### src/rtl/q3_divider_if.sv
// q3_divider_if: Q2/Q3 -> divider request bundle and divider -> EX/MEM result
// bundle for the iterative RV32M divide unit.
//   start_i, funct3_i, op1_i, op2_i, reg_wr_port_i, flush_i : driven by pipeline
//   busy_o, done_o, result_o, reg_wr_port_o                  : driven by divider
// master = pipeline side, slave = divider side.
interface q3_divider_if #(
    parameter int unsigned XLEN = 32
);
    logic            start_i;
    logic [2:0]      funct3_i;
    logic [XLEN-1:0] op1_i;
    logic [XLEN-1:0] op2_i;
    logic [4:0]      reg_wr_port_i;
    logic            flush_i;
    logic            busy_o;
    logic            done_o;
    logic [XLEN-1:0] result_o;
    logic [4:0]      reg_wr_port_o;

    modport master (
        output start_i, funct3_i, op1_i, op2_i, reg_wr_port_i, flush_i,
        input  busy_o, done_o, result_o, reg_wr_port_o
    );

    modport slave (
        input  start_i, funct3_i, op1_i, op2_i, reg_wr_port_i, flush_i,
        output busy_o, done_o, result_o, reg_wr_port_o
    );
endinterface

### src/rtl/q3_divider.sv
// q3_divider: iterative restoring divider for DIV/DIVU/REM/REMU in Q3.
//   clk, rst : pipeline clock, synchronous active-high reset
//   bus      : q3_divider_if.slave
//     start_i/funct3_i/op1_i/op2_i/reg_wr_port_i : request from Q2/Q3
//     flush_i       : kill in-flight divide
//     busy_o        : stall request (combinational)
//     done_o        : one-cycle result pulse
//     result_o      : quotient or remainder (registered)
//     reg_wr_port_o : destination index of the completed divide (registered)
// One quotient bit per cycle, MSB first; divide-by-zero and signed overflow
// complete in a single cycle.
module q3_divider #(
    parameter int unsigned XLEN = 32
) (
    input  logic          clk,
    input  logic          rst,
    q3_divider_if.slave   bus
);
    localparam int unsigned CW = $clog2(XLEN);

    typedef enum logic [1:0] {
        IDLE,
        CALC,
        DONE
    } state_e;

    state_e          state_q,   state_d;
    logic [XLEN-1:0] dvd_q,     dvd_d;      // dividend, shifts into quotient
    logic [XLEN-1:0] rem_q,     rem_d;
    logic [XLEN-1:0] dvs_q,     dvs_d;
    logic [CW-1:0]   cnt_q,     cnt_d;
    logic            qneg_q,    qneg_d;
    logic            rneg_q,    rneg_d;
    logic            is_rem_q,  is_rem_d;
    logic [4:0]      dst_q,     dst_d;
    logic [XLEN-1:0] result_q,  result_d;
    logic [4:0]      wr_port_q, wr_port_d;
    logic            done_q,    done_d;

    logic            start_ok;
    logic            in_signed;
    logic            in_rem;
    logic            op1_neg;
    logic            op2_neg;
    logic [XLEN-1:0] abs1;
    logic [XLEN-1:0] abs2;
    logic            div0;
    logic            ovf;
    logic [XLEN:0]   partial;
    logic            ge;
    logic [XLEN-1:0] rem_next;
    logic [XLEN-1:0] quo_next;
    logic [XLEN-1:0] min_int;

    assign min_int   = {1'b1, {(XLEN-1){1'b0}}};
    assign start_ok  = bus.start_i & ~bus.flush_i;
    // Anything other than DIV/REM/REMU decodes as DIVU.
    assign in_signed = (bus.funct3_i == 3'b100) || (bus.funct3_i == 3'b110);
    assign in_rem    = (bus.funct3_i == 3'b110) || (bus.funct3_i == 3'b111);
    assign op1_neg   = in_signed & bus.op1_i[XLEN-1];
    assign op2_neg   = in_signed & bus.op2_i[XLEN-1];
    assign abs1      = op1_neg ? -bus.op1_i : bus.op1_i;
    assign abs2      = op2_neg ? -bus.op2_i : bus.op2_i;
    assign div0      = (bus.op2_i == '0);
    assign ovf       = in_signed && (bus.op1_i == min_int) && (bus.op2_i == '1);

    // Restoring step: remainder stays below divisor, so the difference
    // fits in XLEN bits whenever the subtract is taken.
    assign partial   = {rem_q, dvd_q[XLEN-1]};
    assign ge        = (partial >= {1'b0, dvs_q});
    assign rem_next  = ge ? (partial[XLEN-1:0] - dvs_q) : partial[XLEN-1:0];
    assign quo_next  = {dvd_q[XLEN-2:0], ge};

    always_comb begin
        state_d   = state_q;
        dvd_d     = dvd_q;
        rem_d     = rem_q;
        dvs_d     = dvs_q;
        cnt_d     = cnt_q;
        qneg_d    = qneg_q;
        rneg_d    = rneg_q;
        is_rem_d  = is_rem_q;
        dst_d     = dst_q;
        result_d  = result_q;
        wr_port_d = wr_port_q;
        done_d    = 1'b0;

        case (state_q)
            IDLE: begin
                if (start_ok) begin
                    dst_d    = bus.reg_wr_port_i;
                    is_rem_d = in_rem;
                    qneg_d   = op1_neg ^ op2_neg;
                    rneg_d   = op1_neg;
                    dvd_d    = abs1;
                    dvs_d    = abs2;
                    rem_d    = '0;
                    cnt_d    = CW'(XLEN - 1);
                    if (div0 || ovf) begin
                        state_d   = DONE;
                        done_d    = 1'b1;
                        wr_port_d = bus.reg_wr_port_i;
                        if (div0)
                            result_d = in_rem ? bus.op1_i : '1;
                        else
                            result_d = in_rem ? '0 : min_int;
                    end else begin
                        state_d = CALC;
                    end
                end
            end
            CALC: begin
                if (bus.flush_i) begin
                    state_d = IDLE;
                end else begin
                    dvd_d = quo_next;
                    rem_d = rem_next;
                    cnt_d = cnt_q - CW'(1);
                    if (cnt_q == '0) begin
                        state_d   = DONE;
                        done_d    = 1'b1;
                        wr_port_d = dst_q;
                        if (is_rem_q)
                            result_d = rneg_q ? -rem_next : rem_next;
                        else
                            result_d = qneg_q ? -quo_next : quo_next;
                    end
                end
            end
            DONE: begin
                state_d = IDLE;
            end
            default: begin
                state_d = IDLE;
            end
        endcase
    end

    always_ff @(posedge clk) begin
        if (rst) begin
            state_q   <= IDLE;
            dvd_q     <= '0;
            rem_q     <= '0;
            dvs_q     <= '0;
            cnt_q     <= '0;
            qneg_q    <= 1'b0;
            rneg_q    <= 1'b0;
            is_rem_q  <= 1'b0;
            dst_q     <= '0;
            result_q  <= '0;
            wr_port_q <= '0;
            done_q    <= 1'b0;
        end else begin
            state_q   <= state_d;
            dvd_q     <= dvd_d;
            rem_q     <= rem_d;
            dvs_q     <= dvs_d;
            cnt_q     <= cnt_d;
            qneg_q    <= qneg_d;
            rneg_q    <= rneg_d;
            is_rem_q  <= is_rem_d;
            dst_q     <= dst_d;
            result_q  <= result_d;
            wr_port_q <= wr_port_d;
            done_q    <= done_d;
        end
    end

    assign bus.busy_o        = ((state_q == IDLE) && start_ok) || (state_q == CALC);
    // done_q is high exactly in DONE; a flush in that cycle suppresses the pulse.
    assign bus.done_o        = done_q & ~bus.flush_i;
    assign bus.result_o      = result_q;
    assign bus.reg_wr_port_o = wr_port_q;
endmodule

### src/flat_wrapper.sv
// flat-port wrapper written by rule: the top's interface ports become plain ports
module q3_divider_flat 
#(
    parameter int unsigned XLEN = 32
)
  (clk, rst, bus_start_i, bus_funct3_i, bus_op1_i, bus_op2_i, bus_reg_wr_port_i, bus_flush_i, bus_busy_o, bus_done_o, bus_result_o, bus_reg_wr_port_o);
  q3_divider_if #(.XLEN(XLEN)) bus_i ();
  input  logic clk;
  input  logic rst;
  input wire logic [$bits(bus_i.start_i)-1:0] bus_start_i;
  input wire logic [$bits(bus_i.funct3_i)-1:0] bus_funct3_i;
  input wire logic [$bits(bus_i.op1_i)-1:0] bus_op1_i;
  input wire logic [$bits(bus_i.op2_i)-1:0] bus_op2_i;
  input wire logic [$bits(bus_i.reg_wr_port_i)-1:0] bus_reg_wr_port_i;
  input wire logic [$bits(bus_i.flush_i)-1:0] bus_flush_i;
  output wire logic [$bits(bus_i.busy_o)-1:0] bus_busy_o;
  output wire logic [$bits(bus_i.done_o)-1:0] bus_done_o;
  output wire logic [$bits(bus_i.result_o)-1:0] bus_result_o;
  output wire logic [$bits(bus_i.reg_wr_port_o)-1:0] bus_reg_wr_port_o;
  assign bus_i.start_i = bus_start_i;
  assign bus_i.funct3_i = bus_funct3_i;
  assign bus_i.op1_i = bus_op1_i;
  assign bus_i.op2_i = bus_op2_i;
  assign bus_i.reg_wr_port_i = bus_reg_wr_port_i;
  assign bus_i.flush_i = bus_flush_i;
  assign bus_busy_o = bus_i.busy_o;
  assign bus_done_o = bus_i.done_o;
  assign bus_result_o = bus_i.result_o;
  assign bus_reg_wr_port_o = bus_i.reg_wr_port_o;
  q3_divider #(.XLEN(XLEN)) u_core (.clk(clk), .rst(rst), .bus(bus_i));
endmodule
### config.mk
export PLATFORM = sky130hd
export DESIGN_NAME = q3_divider_flat
export DESIGN_NICKNAME = d
export VERILOG_FILES = /design/src/rtl/q3_divider_if.sv /design/src/rtl/q3_divider.sv /design/src/flat_wrapper.sv
export SDC_FILE = /design/constraint.sdc
export NUM_CORES = 1
export LEC_CHECK = 0
export ABC_AREA = 0
export ABC_CLOCK_PERIOD_IN_PS = 5150
export CAP_MARGIN = 20
export CORE_MARGIN = 4
export CORE_UTILIZATION = 41
export CTS_CLUSTER_SIZE = 40
export DETAILED_ROUTE_END_ITERATION = 6
export PLACE_DENSITY_LB_ADDON = 0.1
export SLEW_MARGIN = 20
export SYNTH_ARGS = -nofsm -noshare
export SYNTH_HDL_FRONTEND = slang
export SYNTH_SLANG_ARGS = --single-unit
### constraint.sdc
create_clock -name clk -period 5.15 [get_ports clk]
set_input_delay 1.03 -clock clk [delete_from_list [all_inputs] [get_ports clk]]
set_output_delay 1.03 -clock clk [all_outputs]
set_load 0.05 [all_outputs]
==> flow_summary.yaml <==
finish:
  final_layout_size_suffix_gt1_share_pct: 6.904
  finalNetCount: 1870
  areaGrowthSynthToFinish_pct: 16.81
  fin_util_pct: 48.60
  regArea_sq_um: 2983
  multi_input_area_sq_um: 8680
  diodes: 0
  n_fill_cell: 3007
min_path:
  hold_path_end: "u_core.dvs_q[31]"
  hold_class: "reg -> reg"
  min_path_cells: 2
  hp-start: "u_core.dvs_q[31]"
critical_path:
  timing.reg2reg.setup_slack_ns: 0.47
  setup.worst_path.start_class: "flip-flop"
  path_class: "reg -> reg"
  rr_worst_depth: 17
  reg2reg_from: "u_core.dvs_q[18]"
  endpoint_kind: "flip-flop"
  crit_fanout: 9
  cp.arrival_ns: 4.99
  rr_endpoint: "u_core.bus.result_o[28]"
  critPathRequiredTime_ns: 5.46
sta:
  drv_slew: 0
  max_freq_ghz: 0.2139
  tightestPinTransition_ns: 1.004
  finalSetupTns_ns: 0
  whs_ns: 0.4506
  setup-violations-final: 0
  slew_headroom_pct: 33.08
  skew_ns: 0.01543
  period_share_pct: 90.79
  finalHoldViolations: 0
  period_needed_ns: 4.676
  grt_setup_unrepaired: "false"
logic_synthesis:
  ys.flop_type: "dfxtp_1"
  ys_async_sr_fraction_pct: 0
  netlist_instances: 1698
  synth_edf_count: 0
  yosys.area.top_type_share_pct: 24.12
  yosysWarnings: 0
  synth_area_sq_um: 12370
  synthDistinctLibCells: 94
  synth_seq_cells: 149
  synth_area_leaders: "dfxtp_1, nor2_1, a21oi_1, xnor2_1, a211oi_1"
  ys_seq_area_share_pct: 24.12
  avgSynthCellArea_sq_um: 7.282
  synth.net_count: 1813
  synth_top_area_cell: "dfxtp_1"
clocking:
  clkTransAtPathRegs_ns: 0.07
  clockBufferDepth: 2
  holdBufCountCts: 0
  cts_max_level: 4
  cts_resized: 0
  cts_tree: "done"
  clkSinkCount: 149
  cts_setup_buffers: 0
  clock-root-buffer: "clkbuf_16"
  cts_buffers: 17
  clk_latency_ns: 0.43
grt:
  antenna_found_initial: 0
  overflow: 0
  grt_start_max_net_pins: 71
  grt_pass1_wl_mm: 68.32
  grt_pass1_vias: 12240
  grt_util_all_layers_pct: 25.45
routing:
  viasPerCell: 6.013
  dr.pass1.iters: 5
  drt-total-wl_mm: 43.59
  wl_per_cell_um: 20.21
  postRouteAntennaNets: 0
  drc: 0
  drt_iter0_markers: 1133
  vias: 12970
power_and_ir_drop:
  peakVddDrop_mv: 0.2011
  p_leak_nw: 5.284
  p_per_area_nw_per_um2: 253.8
floorplan:
  fp-row-count: 63
  io_pins: 115
  die_area_sq_um: 33000
  die_h_um: 181.7
  die_w_um: 181.7
  initial_core_util_pct: 41.61
  core-area_sq_um: 29720
outcome:
  status: "complete, no violations"
job:
  maxCapViolCount: 0
placed_design:
  port_buffers: 114
  dp_hpwl_mm: 32.76
  globalplace.congestion: 0.9175
## state kept, by name, indices dropped and copies added, names as in the netlist
name                      cells
u_core.qneg_q                 1
u_core.dvs_q                 32
u_core.bus.reg_wr_port_o      5
u_core.dvd_q                 32
u_core.done_q                 1
u_core.is_rem_q               1
u_core.rem_q                 32
u_core.dst_q                  5
u_core.cnt_q                  5
u_core.state_q                2
u_core.rneg_q                 1
u_core.bus.result_o          32
## metrics by stage
stage	power, mW	cell area (sq um)	std cells	setup WS [ns]
after detailed placement	2.300	13820	2126	0.4164
after floorplan	1.963	12370	1698	0.07097
after CTS	3.668	14440	2157	0.5483
final	3.666	14440	2157	0.4744
after global placement	2.296	13820	2126	0.4841
after global routing	3.839	14440	2157	0.1865
## worst max-delay path: stages (launching register included)
cell and delay [ns]:
dfxtp_1 0.33, inv_1 0.05, ha_1 0.44, nand4_1 0.26, or4_1 0.53, a21oi_2 0.17, o31ai_2 0.10, nand2_2 0.13
mux2i_1 0.31, ha_1 0.21, and2_1 0.20, nor3b_1 0.30, nand3_1 0.15, a2bb2oi_2 0.22, or4b_4 0.53, or3_1 0.39
a21oi_1 0.15, o21ai_1 0.08
## worst max path at each step
stage	from	to	slack [ns]	cells past startpoint
detailed placement	bus_op2_i[4]	u_core.bus.result_o[29]	0.42	12
global route	u_core.dvs_q[18]	u_core.bus.result_o[28]	0.19	17
finish	u_core.dvs_q[18]	u_core.bus.result_o[28]	0.47	17
CTS	u_core.dvs_q[18]	u_core.bus.result_o[28]	0.55	17
floorplan	u_core.rem_q[17]	u_core.bus.result_o[28]	0.07	22
global placement	bus_op2_i[23]	u_core.bus.result_o[29]	0.48	12
## layout make-up
cell class                      count  share of cell area [%]
Timing Repair Buffer              155                   10.10
Tap cell                          390                   3.378
Multi-Input combinational cell   1375                   60.09
Clock buffer                       18                   3.041
Sequential cell                   149                   20.65
Inverter                           57                   1.481
Clock inverter                     13                   1.256
## synth_stat cells (9+ instances only)
| library cell | count |
|---|---|
| nor2_1 | 267 |
| dfxtp_1 | 149 |
| nand2_1 | 132 |
| a21oi_1 | 128 |
| o21ai_0 | 100 |
| clkbuf_1 | 78 |
| a211oi_1 | 74 |
| xnor2_1 | 69 |
| xor2_1 | 58 |
| inv_1 | 56 |
| nor3_1 | 44 |
| ha_1 | 38 |
| nand3_1 | 33 |
| mux2i_1 | 27 |
| o211ai_1 | 27 |
| or3_1 | 26 |
| nand4_1 | 25 |
| o31ai_1 | 22 |
| buf_2 | 21 |
| nor4_1 | 21 |
| a31oi_1 | 19 |
| a21o_1 | 17 |
| a22oi_1 | 17 |
| a311oi_1 | 16 |
| nand2b_1 | 14 |
| o21a_1 | 14 |
| o21bai_1 | 13 |
| or4_1 | 13 |
| and2_1 | 12 |
| buf_4 | 10 |
| o41ai_1 | 9 |
## layer usage
| metal | vias to the layer above | wire, um | GRT usage [%] |
|---|---|---|---|
| met5 | - | 0 | 0 |
| met4 | 0 | 759 | 5.884 |
| met3 | 50 | 2328 | 3.285 |
| met2 | 438 | 20440 | 42.44 |
| met1 | 6159 | 20060 | 35.13 |
| li1 | 6324 | - | - |
## placed cells by master (no fill, tap or decap), types with 16 or more instances in the layout
cell,netlist,final
dfxtp_1,149,149
xnor2_1,69,69
mux2i_1,27,27
nand4_1,25,25
ha_1,38,38
a211oi_1,74,74
or3_1,26,26
a22oi_1,17,17
nand3_1,33,33
clkdlybuf4s50_1,0,113
nor3_1,44,43
xor2_1,58,58
a311oi_1,16,16
o21ai_0,100,100
clkbuf_16,0,17
a21oi_1,128,128
nand2_1,132,132
nor2_1,267,266
buf_4,10,41
a21o_1,17,17
a31oi_1,19,19
o211ai_1,27,27
o31ai_1,22,22
inv_1,56,56
nor4_1,21,20
## logic make-up (layout without fill, tap and decap cells)
kind of cell	count (synthesis)	after routing	synth area share [%]
adders and majority gates	39	39	4.007
buffers and inverters	174	243	6.041
xor gates and xnor gates	127	127	8.995
AOI/OAI and AO/OA	544	544	30.18
and+or+nand+nor	635	635	24.19
DFF	149	149	24.12
muxes	30	30	2.459
## report_power, final
part / internal (mW) / switching, mW
logic: 0.382 / 0.654
clock network: 0.822 / 0.550
registers: 1.20 / 0.0532
total: 2.41 / 1.26
Power figures use the tool's default switching activity.
